### src/rtl/fetch_redirect_ctrl_pkg.sv
// fetch_ctrl_pkg: shared types and constants for the fetch redirect controller
package fetch_ctrl_pkg;
  typedef enum logic {RUN, FLUSH} state_e;
  typedef struct packed {
    logic [31:0] pc;
    logic        taken;
    logic [31:0] target;
  } upd_entry_t;
  localparam logic [31:0] PC_INC = 32'd4;
endpackage

### src/rtl/fetch_redirect_ctrl_if.sv
// fetch_redirect_ctrl_if: resolution, redirect, training-update and statistics signals
interface fetch_redirect_ctrl_if #(parameter int CNT_W = 16);
  logic             stall_in;
  logic             res_valid;
  logic [31:0]      res_pc;
  logic             res_taken;
  logic             res_pred_taken;
  logic [31:0]      res_target;
  logic [31:0]      res_pred_target;
  logic             pc_write;
  logic             redirect_valid;
  logic [31:0]      redirect_pc;
  logic             flush_if;
  logic             flush_id;
  logic             upd_valid;
  logic             upd_ready;
  logic [31:0]      upd_pc;
  logic             upd_taken;
  logic [31:0]      upd_target;
  logic             upd_overflow;
  logic [CNT_W-1:0] branch_cnt;
  logic [CNT_W-1:0] mispred_cnt;
  modport master (
    input  stall_in, res_valid, res_pc, res_taken, res_pred_taken, res_target, res_pred_target, upd_ready,
    output pc_write, redirect_valid, redirect_pc, flush_if, flush_id,
           upd_valid, upd_pc, upd_taken, upd_target, upd_overflow, branch_cnt, mispred_cnt
  );
  modport slave (
    output stall_in, res_valid, res_pc, res_taken, res_pred_taken, res_target, res_pred_target, upd_ready,
    input  pc_write, redirect_valid, redirect_pc, flush_if, flush_id,
           upd_valid, upd_pc, upd_taken, upd_target, upd_overflow, branch_cnt, mispred_cnt
  );
endinterface

### src/rtl/fetch_redirect_ctrl_upd_fifo.sv
// upd_fifo: synchronous FIFO for predictor-training updates; push while full is accepted only with a pop
module upd_fifo
  import fetch_ctrl_pkg::*;
#(
  parameter int DEPTH = 4
) (
  input  logic       clk,
  input  logic       rst,
  input  logic       push,
  input  logic       pop,
  input  upd_entry_t din,
  output logic       full,
  output logic       empty,
  output upd_entry_t head
);
  localparam int AW = $clog2(DEPTH);
  logic [AW:0] wr_q, rd_q;
  logic        wr_en, rd_en;
  upd_entry_t  mem [DEPTH];
  assign empty = wr_q == rd_q;
  assign full  = (wr_q[AW] != rd_q[AW]) && (wr_q[AW-1:0] == rd_q[AW-1:0]);
  assign rd_en = pop & ~empty;
  assign wr_en = push & (~full | rd_en);
  assign head  = mem[rd_q[AW-1:0]];
  always_ff @(posedge clk or negedge rst) begin
    if (!rst) begin
      wr_q <= '0;
      rd_q <= '0;
    end else begin
      wr_q <= wr_q + (AW+1)'(wr_en);
      rd_q <= rd_q + (AW+1)'(rd_en);
    end
  end
  always_ff @(posedge clk) begin
    if (wr_en) mem[wr_q[AW-1:0]] <= din;
  end
endmodule

### src/rtl/fetch_redirect_ctrl.sv
// fetch_redirect_ctrl: mispredict detection, PC redirect/flush sequencing, training-update buffering and branch statistics
module fetch_redirect_ctrl
  import fetch_ctrl_pkg::*;
#(
  parameter int FLUSH_CYCLES = 2,
  parameter int UPD_DEPTH    = 4,
  parameter int CNT_W        = 16
) (
  input logic                  clk,
  input logic                  rst,
  fetch_redirect_ctrl_if.master bus
);
  state_e           state_q, state_d;
  logic [2:0]       fcnt_q, fcnt_d;
  logic             redir_v_q;
  logic [31:0]      redir_pc_q;
  logic             ovf_q;
  logic [CNT_W-1:0] branch_cnt_q, mispred_cnt_q;
  logic             accept, mispred, full, empty, pop;
  upd_entry_t       head;
  assign accept  = bus.res_valid && state_q == RUN;
  assign mispred = accept && ((bus.res_taken != bus.res_pred_taken) ||
                              (bus.res_taken && bus.res_target != bus.res_pred_target));
  assign pop     = ~empty & bus.upd_ready;
  upd_fifo #(.DEPTH(UPD_DEPTH)) u_fifo (
    .clk  (clk),
    .rst  (rst),
    .push (accept),
    .pop  (pop),
    .din  ('{pc: bus.res_pc, taken: bus.res_taken, target: bus.res_target}),
    .full (full),
    .empty(empty),
    .head (head)
  );
  always_comb begin
    state_d = state_q;
    fcnt_d  = fcnt_q;
    if (state_q == FLUSH) begin
      fcnt_d  = fcnt_q - 3'd1;
      state_d = fcnt_q == 3'd1 ? RUN : FLUSH;
    end
    if (mispred) begin
      state_d = FLUSH;
      fcnt_d  = 3'(FLUSH_CYCLES);
    end
  end
  always_ff @(posedge clk or negedge rst) begin
    if (!rst) begin
      state_q       <= RUN;
      fcnt_q        <= '0;
      redir_v_q     <= 1'b0;
      redir_pc_q    <= '0;
      ovf_q         <= 1'b0;
      branch_cnt_q  <= '0;
      mispred_cnt_q <= '0;
    end else begin
      state_q   <= state_d;
      fcnt_q    <= fcnt_d;
      redir_v_q <= mispred;
      if (mispred) redir_pc_q <= bus.res_taken ? bus.res_target : bus.res_pc + PC_INC;
      ovf_q <= ovf_q | (accept & full & ~pop);
      if (accept && branch_cnt_q != '1) branch_cnt_q <= branch_cnt_q + CNT_W'(1);
      if (mispred && mispred_cnt_q != '1) mispred_cnt_q <= mispred_cnt_q + CNT_W'(1);
    end
  end
  // a pending redirect must load the PC even if the hazard unit is stalling
  assign bus.pc_write       = redir_v_q | (~bus.stall_in & ~(full & ~pop));
  assign bus.redirect_valid = redir_v_q;
  assign bus.redirect_pc    = redir_pc_q;
  assign bus.flush_if       = state_q == FLUSH;
  assign bus.flush_id       = state_q == FLUSH;
  assign bus.upd_valid      = ~empty;
  assign bus.upd_pc         = empty ? '0 : head.pc;
  assign bus.upd_taken      = ~empty & head.taken;
  assign bus.upd_target     = empty ? '0 : head.target;
  assign bus.upd_overflow   = ovf_q;
  assign bus.branch_cnt     = branch_cnt_q;
  assign bus.mispred_cnt    = mispred_cnt_q;
endmodule
### src/flat_wrapper.sv
// flat-port wrapper written by rule: the top's interface ports become plain ports
module fetch_redirect_ctrl_flat import fetch_ctrl_pkg::*;
#(
  parameter int FLUSH_CYCLES = 2,
  parameter int UPD_DEPTH    = 4,
  parameter int CNT_W        = 16
)
  (clk, rst, bus_stall_in, bus_res_valid, bus_res_pc, bus_res_taken, bus_res_pred_taken, bus_res_target, bus_res_pred_target, bus_upd_ready, bus_pc_write, bus_redirect_valid, bus_redirect_pc, bus_flush_if, bus_flush_id, bus_upd_valid, bus_upd_pc, bus_upd_taken, bus_upd_target, bus_upd_overflow, bus_branch_cnt, bus_mispred_cnt);
  fetch_redirect_ctrl_if #(.CNT_W(CNT_W)) bus_i ();
  input logic clk;
  input logic rst;
  input wire logic [$bits(bus_i.stall_in)-1:0] bus_stall_in;
  input wire logic [$bits(bus_i.res_valid)-1:0] bus_res_valid;
  input wire logic [$bits(bus_i.res_pc)-1:0] bus_res_pc;
  input wire logic [$bits(bus_i.res_taken)-1:0] bus_res_taken;
  input wire logic [$bits(bus_i.res_pred_taken)-1:0] bus_res_pred_taken;
  input wire logic [$bits(bus_i.res_target)-1:0] bus_res_target;
  input wire logic [$bits(bus_i.res_pred_target)-1:0] bus_res_pred_target;
  input wire logic [$bits(bus_i.upd_ready)-1:0] bus_upd_ready;
  output wire logic [$bits(bus_i.pc_write)-1:0] bus_pc_write;
  output wire logic [$bits(bus_i.redirect_valid)-1:0] bus_redirect_valid;
  output wire logic [$bits(bus_i.redirect_pc)-1:0] bus_redirect_pc;
  output wire logic [$bits(bus_i.flush_if)-1:0] bus_flush_if;
  output wire logic [$bits(bus_i.flush_id)-1:0] bus_flush_id;
  output wire logic [$bits(bus_i.upd_valid)-1:0] bus_upd_valid;
  output wire logic [$bits(bus_i.upd_pc)-1:0] bus_upd_pc;
  output wire logic [$bits(bus_i.upd_taken)-1:0] bus_upd_taken;
  output wire logic [$bits(bus_i.upd_target)-1:0] bus_upd_target;
  output wire logic [$bits(bus_i.upd_overflow)-1:0] bus_upd_overflow;
  output wire logic [$bits(bus_i.branch_cnt)-1:0] bus_branch_cnt;
  output wire logic [$bits(bus_i.mispred_cnt)-1:0] bus_mispred_cnt;
  assign bus_i.stall_in = bus_stall_in;
  assign bus_i.res_valid = bus_res_valid;
  assign bus_i.res_pc = bus_res_pc;
  assign bus_i.res_taken = bus_res_taken;
  assign bus_i.res_pred_taken = bus_res_pred_taken;
  assign bus_i.res_target = bus_res_target;
  assign bus_i.res_pred_target = bus_res_pred_target;
  assign bus_i.upd_ready = bus_upd_ready;
  assign bus_pc_write = bus_i.pc_write;
  assign bus_redirect_valid = bus_i.redirect_valid;
  assign bus_redirect_pc = bus_i.redirect_pc;
  assign bus_flush_if = bus_i.flush_if;
  assign bus_flush_id = bus_i.flush_id;
  assign bus_upd_valid = bus_i.upd_valid;
  assign bus_upd_pc = bus_i.upd_pc;
  assign bus_upd_taken = bus_i.upd_taken;
  assign bus_upd_target = bus_i.upd_target;
  assign bus_upd_overflow = bus_i.upd_overflow;
  assign bus_branch_cnt = bus_i.branch_cnt;
  assign bus_mispred_cnt = bus_i.mispred_cnt;
  fetch_redirect_ctrl #(.FLUSH_CYCLES(FLUSH_CYCLES), .UPD_DEPTH(UPD_DEPTH), .CNT_W(CNT_W)) u_core (.clk(clk), .rst(rst), .bus(bus_i));
endmodule
### config.mk
export PLATFORM = sky130hd
export DESIGN_NAME = fetch_redirect_ctrl_flat
export DESIGN_NICKNAME = d
export VERILOG_FILES = /design/src/rtl/fetch_redirect_ctrl_pkg.sv /design/src/rtl/fetch_redirect_ctrl_if.sv /design/src/rtl/fetch_redirect_ctrl_upd_fifo.sv /design/src/rtl/fetch_redirect_ctrl.sv /design/src/flat_wrapper.sv
export SDC_FILE = /design/constraint.sdc
export NUM_CORES = 1
export LEC_CHECK = 0
export ABC_AREA = 1
export BUFFER_PORTS_ARGS = -buffer_cell sky130_fd_sc_hd__buf_4
export CAP_MARGIN = 20
export CORE_MARGIN = 2
export CORE_UTILIZATION = 30
export CTS_CLUSTER_SIZE = 8
export DETAILED_ROUTE_END_ITERATION = 6
export GPL_ROUTABILITY_DRIVEN = 0
export PLACE_DENSITY = 0.45
export SLEW_MARGIN = 20
export SYNTH_ARGS = -nofsm -noshare
export SYNTH_HDL_FRONTEND = slang
export SYNTH_HIERARCHICAL = 1
export SYNTH_SLANG_ARGS = --single-unit
export TNS_END_PERCENT = 5
### constraint.sdc
create_clock -name clk -period 5.5 [get_ports clk]
set_input_delay 0.55 -clock clk [delete_from_list [all_inputs] [get_ports clk]]
set_output_delay 0.55 -clock clk [all_outputs]
set_load 0.005 [all_outputs]
==> impl_metrics.json, run 1 <==
{
  "status": "finished clean",
  "ys_top_cells_by_area": "edfxtp_1 49%, dfrtp_1 12%, nand2_1 6.8%, nor2_1 6.1%, o21ai_0 3.9%",
  "syn2layout_area_growth_pct": 24.3,
  "antenna_left": 0,
  "clock-sinks": 336,
  "cp_slowest_stage_delay_ns": 0.57,
  "mostFrequentLayoutCells": "286 x nand2_1, 260 x edfxtp_1, 253 x nor2_1",
  "yosys.area.top_type": "edfxtp_1",
  "crit_buf_inv": 4,
  "grt_max_degree": 86,
  "dp_hpwl_um": 33100,
  "via_per_inst": 4.62,
  "synth_top_family_by_area": "simple AND/OR/NAND/NOR gates",
  "antenna_found_initial": 3,
  "drt_first_pass_iters": 5,
  "synthMuxAreaShare_pct": 1.01,
  "wl_per_cell_um": 19.6,
  "start_util_pct": 30.2,
  "avgSynthCellArea_um2": 10.3,
  "synthSimpleGateAreaFrac_pct": 18.0,
  "clk_pin_slew_ns": 0.05,
  "seq_area_frac_synth_pct": 61.5,
  "clk_path_buf_depth": 3,
  "min_period_over_period_pct": 70.1,
  "totalWireLength_um": 49200,
  "hold_class": "in2reg",
  "cp.required_ns": 4.95,
  "die-area_um2": 54500,
  "setup_viol_count_final": 0,
  "fin_worst_skew_ns": 0.0167,
  "cts_setup_buffers": 0,
  "cts_buffers": 48,
  "io_buffer_count": 237,
  "first_iter_violations": 605,
  "cp-end-kind": "output port",
  "path_max_fanout": 67,
  "synth_compound_area_share_pct": 9.28,
  "rsz0062_at_grt": "no",
  "path_class": "reg2out",
  "ir_worst_vdd_mv": 0.248,
  "period_minus_slack_ns": 3.85,
  "arrival_ns": 3.30,
  "crit_family": "buffers and inverters",
  "synth-xor-area-share_pct": 2.94,
  "diodes": 0,
  "ios": 238,
  "grt_use_met3_pct": 4.86,
  "syn_area_um2": 15800,
  "syn_inst": 1539,
  "htreeDepth": 2,
  "synthFlopType": "edfxtp_1",
  "powerDensity_nw_per_um2": 516,
  "max_cap_violations": 0,
  "power_uw": 10100,
  "ys_warn_count": 6,
  "cts-root-buf": "clkbuf_16",
  "async_reset_ff_share_pct": 22.6,
  "syn_nets": 1651,
  "dpl_cell_area_um2": 18200,
  "clock_latency_ns": 0.58,
  "drv_slew": 0,
  "grt_usage_pct": 18.0,
  "max_freq_mhz": 259,
  "grt_pass1_vias": 11300,
  "drive_gt1_share_pct": 20.8,
  "synth_top_area_share_pct": 49.5,
  "synth-adder-area-share_pct": 0.713,
  "grt_overflow": 0,
  "grt-busiest-layer": "met2",
  "relSlewSlack_pct": 31.6,
  "path_cells": "buf_4, nand2_1, nand2_1, nand2_1, nor2_4, buf_4, o21ai_0, inv_1, o21bai_1, buf_4",
  "fp.dieH_um": 233,
  "met1_usage_pct": 23.6,
  "nets": 1887,
  "vias": 11600,
  "synth_edf_count": 260,
  "yosysUniqueCellTypes": 40,
  "finish.instance_area_um2": 19600,
  "cts_tree": "done",
  "rows": 84,
  "critPathLaunchType": "register",
  "drc": 0,
  "final_hold_viol_count": 0,
  "ys_seq_elements": 336,
  "grt_pass1_wl_um": 72500,
  "grt.met2_usage_pct": 29.4,
  "core_um2": 52200,
  "slowest_stage": "buf_4",
  "tightestPinTransition_ns": 1.02,
  "p_leak_uw": 0.00812,
  "final_common_cell": "nand2_1",
  "finalSetupTns_ns": 0,
  "dieWidth_um": 233
}
[final cells by class]
cell class	count	area, um^2
clock buffers	86	1400
clock inverters	3	50.0
fillers	5265	32600
inverters	159	602
multi-input cells	977	5080
flip-flops and latches	336	9710
well taps	688	861
repair buffers	253	1910
[routing by layer]
layer  share of wire, %  vias up
met2                 47      250
met1                 45     5580
li1                   -     5650
met4                2.1        6
met3                6.0       76
met5              0.090        -
[sequential cells by signal (all words and copies together) (netlist names)]
| signal | count |
|---|---|
| u_core/u_fifo/mem | 260 |
| u_core/bus.redirect_valid | 1 |
| u_core/u_fifo/wr_q | 3 |
| u_core/u_fifo/rd_q | 3 |
| u_core/bus.upd_overflow | 1 |
| u_core/bus.flush_id | 1 |
| u_core/bus.branch_cnt | 16 |
| u_core/bus.mispred_cnt | 16 |
| u_core/fcnt_q | 3 |
| u_core/bus.redirect_pc | 32 |
[path summary, 6_finish.rpt]
check	cells after the start	end	from	slack, ns
setup / recovery	10	bus_pc_write	u_core/u_fifo/rd_q[1]$_DFF_PN0_	1.65
setup reg to reg	9	u_core/u_fifo/mem[2][0]$_DFFE_PP_	u_core/u_fifo/rd_q[0]$_DFF_PN0_	2.13
hold / removal	1	u_core/u_fifo/mem[0][7]$_DFFE_PP_	bus_res_target[7]	0.19
max in group asynchronous	3	u_core/u_fifo/rd_q[0]$_DFF_PN0_	rst	3.89
min in group asynchronous	2	u_core/bus.branch_cnt[3]$_DFFE_PN0P_	rst	0.33
hold reg to reg	2	u_core/bus.redirect_pc[24]$_DFFE_PN0P_	u_core/bus.redirect_pc[24]$_DFFE_PN0P_	0.48
[power breakdown]
part	internal, uW	switching [uW]
clock	1740	1110
sequential	3220	355
combinational	1550	2160
[timing repair]
| action | in CTS | in global routing |
|---|---|---|
| endpoints found under the hold margin | 8 | 0 |
| hold buffers | 1 | 0 |
| gates resized for setup | 0 | 0 |
[cells by family (layout without fill, tap and decap cells)]
group | count (synthesis) | count (layout)
AO/OA/AOI/OAI | 244 | 244
XOR/XNOR | 53 | 53
adder cells (fa/ha/maj) | 9 | 9
buffers and inverters | 226 | 501
flip-flops | 336 | 336
multiplexers | 16 | 16
AND/OR/NAND/NOR | 655 | 655
[synth_stat cells (4+ instances only)]
| library cell | number |
|---|---|
| nand2_1 | 286 |
| edfxtp_1 | 260 |
| nor2_1 | 258 |
| inv_1 | 154 |
| o21ai_0 | 122 |
| dfrtp_1 | 76 |
| o22ai_1 | 47 |
| o21ai_1 | 41 |
| clkbuf_1 | 32 |
| xnor2_1 | 30 |
| nand3_1 | 29 |
| nand4_1 | 29 |
| xor2_1 | 23 |
| nor2_4 | 20 |
| o22ai_2 | 20 |
| mux2i_1 | 16 |
| buf_2 | 14 |
| buf_6 | 11 |
| nand3b_1 | 11 |
| ha_1 | 9 |
| nor2_2 | 5 |
| nor3_1 | 5 |
| o21ai_2 | 5 |
| buf_12 | 4 |
| inv_2 | 4 |
| o21bai_1 | 4 |
[stage by stage]
step | worst slack (ns) | util (%) | hold slack, ns | instances
4_1_cts | 1.31 | 37.6 | 0.167 | 2502
3_5_place_dp | 1.93 | 34.8 | 0.383 | 2412
2_1_floorplan | 0.874 | - | 0.254 | 1539
5_1_grt | 1.21 | 37.6 | 0.172 | 2502
3_3_place_gp | 1.94 | 34.8 | 0.384 | 2412
6_report | 1.65 | 37.6 | 0.191 | 2502
(Power assumes the default switching activity.)
==> run 2, diff against run 1 <==
Settings changed: PLACE_DENSITY 0.45 to 0.47.
Clock period 5.5 ns to 3.1 ns, I/O delays scaled along.
==> impl_metrics.json, run 2 (synthesized netlist as in run 1, its figures left out) <==
{
  "drive_gt1_share_pct": 20.5,
  "first_iter_violations": 869,
  "syn2layout_area_growth_pct": 28.6,
  "cp.required_ns": 2.79,
  "wl_per_cell_um": 19.3,
  "cts_tree": "done",
  "final_common_cell": "nand2_1",
  "setup_ws_ns": 0.287,
  "clk_pin_slew_ns": 0.05,
  "arrival_ns": 2.50,
  "seqPwrFrac_pct": 34.2,
  "start_util_pct": 30.2,
  "status": "finished clean",
  "nets": 1952,
  "final_hold_viol_count": 0,
  "clock_latency_ns": 0.58,
  "drv_slew": 0,
  "cp-end-kind": "output port",
  "core_um2": 52200,
  "antenna_left": 0,
  "largest_register_ff_count": 260,
  "cts_buffers": 48,
  "multi_input_area_um2": 5080,
  "path_max_fanout": 33,
  "cts-root-buf": "clkbuf_16",
  "path_class": "reg2out",
  "dp_hpwl_um": 33900,
  "clk_path_buf_depth": 3,
  "htreeDepth": 2,
  "net-switching-power_uw": 6480,
  "clock-sinks": 336,
  "p_int_uw": 11600,
  "via_per_inst": 4.66,
  "fill_cells": 5172,
  "dpl_worst_slack_ns": 0.761,
  "antenna_found_initial": 0,
  "ir_worst_vdd_mv": 0.530,
  "tightestPinTransition_ns": 0.755,
  "dpl_cell_area_um2": 18300,
  "p_sw_share_pct": 35.9,
  "rsz0062_at_grt": "no",
  "dieWidth_um": 233,
  "max_freq_mhz": 356,
  "die-area_um2": 54500,
  "relSlewSlack_pct": 49.7,
  "max_cap_violations": 0,
  "setup_viol_count_final": 0,
  "whs_ns": 0.0260,
  "clkPwrFrac_pct": 27.0,
  "drc": 0,
  "grt_pass1_vias": 11900,
  "grt_usage_pct": 18.1,
  "grt_overflow": 0,
  "ios": 238,
  "fp.dieH_um": 233,
  "grt_pass1_wl_um": 73600,
  "seqCellArea_um2": 9710,
  "mostFrequentLayoutCells": "286 x nand2_1, 260 x edfxtp_1, 253 x buf_4, 253 x nor2_1, 154 x inv_1",
  "hold_class": "in2reg",
  "period_minus_slack_ns": 2.81,
  "totalWireLength_um": 49600,
  "finalSetupTns_ns": 0,
  "p_comb_share_pct": 38.8,
  "io_buffer_count": 237,
  "min_period_over_period_pct": 90.7,
  "vias": 12000,
  "r2r_slack_ns": 0.75,
  "fin_worst_skew_ns": 0.0191,
  "utilization_pct": 38.8,
  "grt_max_degree": 77,
  "rows": 84,
  "finish.instance_area_um2": 20300,
  "p_leak_uw": 0.00841,
  "powerDensity_nw_per_um2": 889,
  "diodes": 0,
  "critPathLaunchType": "register",
  "drt_first_pass_iters": 6
}
[run 2: routing by layer]
layer | GRT usage [%] | part of all wire (%)
met1 | 24.3 | 44
met2 | 28.8 | 46
met3 | 5.18 | 7.6
met4 | 4.59 | 2.0
met5 | 0 | 0
[run 2: area by class of cell]
type                            count  area share (%)
Tap cell                          688            4.24
Clock buffer                       87            6.74
Inverter                          159            2.95
Clock inverter                      3           0.222
Sequential cell                   336            47.9
Timing Repair Buffer              318            12.9
Multi-Input combinational cell    977            25.1
[run 2: worst paths after layout]
path,from,end,cells after the start
worst max-delay path,u_core/u_fifo/rd_q[0]$_DFF_PN0_,bus_upd_pc[10],7
worst min-delay path,bus_res_pc[9],u_core/u_fifo/mem[0][42]$_DFFE_PP_,1
worst max register to register,u_core/u_fifo/rd_q[0]$_DFF_PN0_,u_core/u_fifo/mem[0][42]$_DFFE_PP_,9
worst min register to register,u_core/bus.redirect_pc[20]$_DFFE_PN0P_,u_core/bus.redirect_pc[20]$_DFFE_PN0P_,2
max in group asynchronous,rst,u_core/u_fifo/rd_q[0]$_DFF_PN0_,2
min in group asynchronous,rst,u_core/bus.branch_cnt[8]$_DFFE_PN0P_,2
[run 2: critical path: stages, from the launching register on]
cell,delay (ns)
dfrtp_4,0.52
inv_4,0.31
buf_4,0.44
nor2_1,0.08
o22ai_1,0.24
inv_1,0.07
nor2_1,0.11
buf_4,0.13
[run 2: timing repair]
item / 4_1_cts / 5_1_grt
endpoints found under the hold margin: 295 / 0
setup endpoints to repair: 0 / 0
buffers inserted: 0 / 0
hold buffers: 57 / 0
resized for setup: 0 / 0
[run 2: through the flow]
stage          power (uW)  cells
3_3_place_gp        13300   2421
3_5_place_dp        13300   2421
5_1_grt             19200   2568
4_1_cts             18300   2568
6_report            18100   2568
2_1_floorplan        9940   1539
[run 2: power groups by stage]
stage	logic (uW)	registers (uW)	clock network, uW
3_3_place_gp	7040	6260	0
3_5_place_dp	7070	6250	0
2_1_floorplan	3790	6150	0
6_report	7000	6180	4870
4_1_cts	7160	6180	5010
5_1_grt	7800	6260	5190
==> run 3, diff against run 2 <==
Settings changed: ABC_AREA 1 to not set, PLACE_DENSITY 0.47 to 0.48.
==> impl_metrics.json, run 3 <==
{
  "finalSetupTns_ns": 0,
  "yosys.area.top_type": "edfxtp_1",
  "cp.required_ns": 2.79,
  "syn2layout_area_growth_pct": 32.1,
  "synthFlopType": "edfxtp_1",
  "synth_top_area_share_pct": 53.9,
  "critPathLaunchType": "register",
  "arrival_ns": 2.53,
  "p_int_uw": 11900,
  "drv_slew": 0,
  "setup_ws_ns": 0.263,
  "finish.instance_area_um2": 19100,
  "diodes": 0,
  "clk_pin_slew_ns": 0.05,
  "grt_pass1_wl_um": 60900,
  "clk_path_buf_depth": 3,
  "drc": 0,
  "cts-root-buf": "clkbuf_16",
  "grt.met2_usage_pct": 25.8,
  "hold_class": "in2reg",
  "syn_nets": 983,
  "vias": 8816,
  "cp_slowest_stage_delay_ns": 0.58,
  "clock_latency_ns": 0.57,
  "antenna_left": 0,
  "cts_setup_buffers": 0,
  "ys_seq_elements": 336,
  "drive_gt1_share_pct": 33.8,
  "totalWireLength_um": 41700,
  "grt_max_degree": 67,
  "max_cap_violations": 0,
  "ir_worst_vdd_mv": 0.505,
  "min_period_over_period_pct": 91.5,
  "grt_usage_pct": 16.7,
  "setup_viol_count_final": 0,
  "path_class": "reg2out",
  "rsz0062_at_grt": "no",
  "grt_overflow": 0,
  "fin_worst_skew_ns": 0.0136,
  "ys_top_cells_by_area": "edfxtp_1 54%, dfrtp_1 13%, mux4_2 10%, xor2_1 3.4%, nor2b_1 2.9%",
  "wl_per_cell_um": 22.4,
  "ys_warn_count": 6,
  "seqPwrFrac_pct": 35.9,
  "core_um2": 47700,
  "utilization_pct": 40.1,
  "p_sw_share_pct": 30.6,
  "slowest_stage": "mux4_2",
  "met1_usage_pct": 23.0,
  "cts_buffers": 48,
  "start_util_pct": 30.3,
  "grt_pass1_vias": 9125,
  "p_comb_share_pct": 35.2,
  "powerDensity_nw_per_um2": 894,
  "synth_edf_count": 260,
  "cts_tree": "done",
  "yosysMostFrequentCell": "edfxtp_1",
  "clock-sinks": 336,
  "fp.dieH_um": 224,
  "net-switching-power_uw": 5240,
  "grt-busiest-layer": "met2",
  "relSlewSlack_pct": 44.9,
  "p_leak_uw": 0.00714,
  "final_common_cell": "edfxtp_1",
  "status": "finished clean",
  "drt_first_pass_iters": 5,
  "ios": 238,
  "dieWidth_um": 224,
  "max_freq_mhz": 353,
  "grt_use_met3_pct": 4.85,
  "die-area_um2": 50100,
  "rows": 80,
  "mostFrequentLayoutCells": "260 x edfxtp_1, 255 x buf_4, 72 x dfrtp_1",
  "largest_register_ff_count": 260,
  "nets": 1320,
  "via_per_inst": 4.73,
  "crit_family": "buffers and inverters",
  "final_hold_viol_count": 0,
  "dpl_worst_slack_ns": 0.433,
  "htreeDepth": 2,
  "yosysUniqueCellTypes": 47,
  "antenna_found_initial": 1,
  "cp-end-kind": "output port",
  "synth_common_cells": "260 x edfxtp_1, 76 x dfrtp_1, 66 x nor2b_1",
  "crit_buf_inv": 2,
  "syn_inst": 871,
  "tightestPinTransition_ns": 0.827,
  "path_cells": "buf_12, mux4_2, nor2b_1, buf_4",
  "seq_area_frac_synth_pct": 67.0,
  "clkPwrFrac_pct": 28.9,
  "avgSynthCellArea_um2": 16.6,
  "io_buffer_count": 237,
  "first_iter_violations": 579,
  "syn_area_um2": 14500,
  "whs_ns": 0.0337,
  "period_minus_slack_ns": 2.84,
  "path_max_fanout": 66,
  "async_reset_ff_share_pct": 22.6,
  "dpl_cell_area_um2": 17100,
  "dp_hpwl_um": 27800
}
[run 3: cell types whose count changed after synthesis, moves of 11 or more]
| cell | delta |
|---|---|
| nor2_1 | -242 |
| nand2_1 | -238 |
| inv_1 | -135 |
| o21ai_0 | -100 |
| nor2b_1 | +66 |
| mux4_2 | +65 |
| o22ai_1 | -47 |
| o21ai_1 | -40 |
| xor2_1 | +33 |
| nor2_4 | -20 |
| o22ai_2 | -20 |
| clkbuf_1 | -19 |
| mux2_4 | +14 |
| a21oi_1 | +11 |
[run 3: kinds of logic (layout without fill, tap and decap cells)]
group,count (synthesis),in the layout,synth area share (%)
AO/OA/AOI/OAI,42,42,1.68
XOR/XNOR,93,93,5.62
adder cells (fa/ha/maj),9,9,0.777
buffers and inverters,54,431,2.26
flip-flops,336,336,67.0
multiplexers,108,108,13.6
AND/OR/NAND/NOR,229,229,8.97
[run 3: layout make-up]
class / instances / area [um^2]
clock buffer: 89 / 1410
inverter: 20 / 77.6
fill: 4430 / 28600
clock inverter: 1 / 16.3
timing repair buffer: 321 / 2610
tap: 615 / 769
multi-input combinational: 481 / 4540
sequential: 336 / 9720
[run 3: power by group through the flow]
stage               Combinational, uW  Sequential (uW)  Clock (uW)
global placement                 6140             6220           0
finish                           6030             6150        4940
global route                     6580             6230        5290
detailed placement               6140             6220           0
floorplan                        3160             6140           0
CTS                              6230             6150        5100
[run 3: path summary, 6_finish.rpt]
| kind | start | slack, ns | endpoint | depth (start not counted) |
|---|---|---|---|---|
| setup / recovery | u_core/u_fifo/rd_q[0]$_DFF_PN0_ | 0.26 | bus_upd_target[0] | 4 |
| hold / removal | bus_res_pc[5] | 0.03 | u_core/u_fifo/mem[1][38]$_DFFE_PP_ | 1 |
| setup reg to reg | u_core/u_fifo/rd_q[2]$_DFF_PN0_ | 0.59 | u_core/u_fifo/mem[1][64]$_DFFE_PP_ | 9 |
| hold reg to reg | u_core/bus.upd_overflow$_DFF_PN0_ | 0.49 | u_core/bus.upd_overflow$_DFF_PN0_ | 1 |
| max in group asynchronous | rst | 2.02 | u_core/bus.redirect_valid$_DFF_PN0_ | 3 |
| min in group asynchronous | rst | 0.37 | u_core/bus.branch_cnt[15]$_DFFE_PN0P_ | 2 |
[run 3: through the flow]
step	power [uW]	std cells
floorplan	9300	871
global route	18100	1863
CTS	17500	1863
detailed placement	12400	1710
global placement	12400	1710
finish	17100	1863
[run 3: per-layer routing]
| metal | part of all wire (%) | vias to the layer above |
|---|---|---|
| li1 | - | 3996 |
| met5 | 0.031 | - |
| met2 | 46 | 279 |
| met3 | 7.4 | 64 |
| met1 | 45 | 4475 |
| met4 | 2.2 | 2 |
[run 3: what timing repair did]
item / 4_1_cts / 5_1_grt
hold endpoints to repair: 303 / 0
resized for setup: 0 / 0
hold buffers: 63 / 0
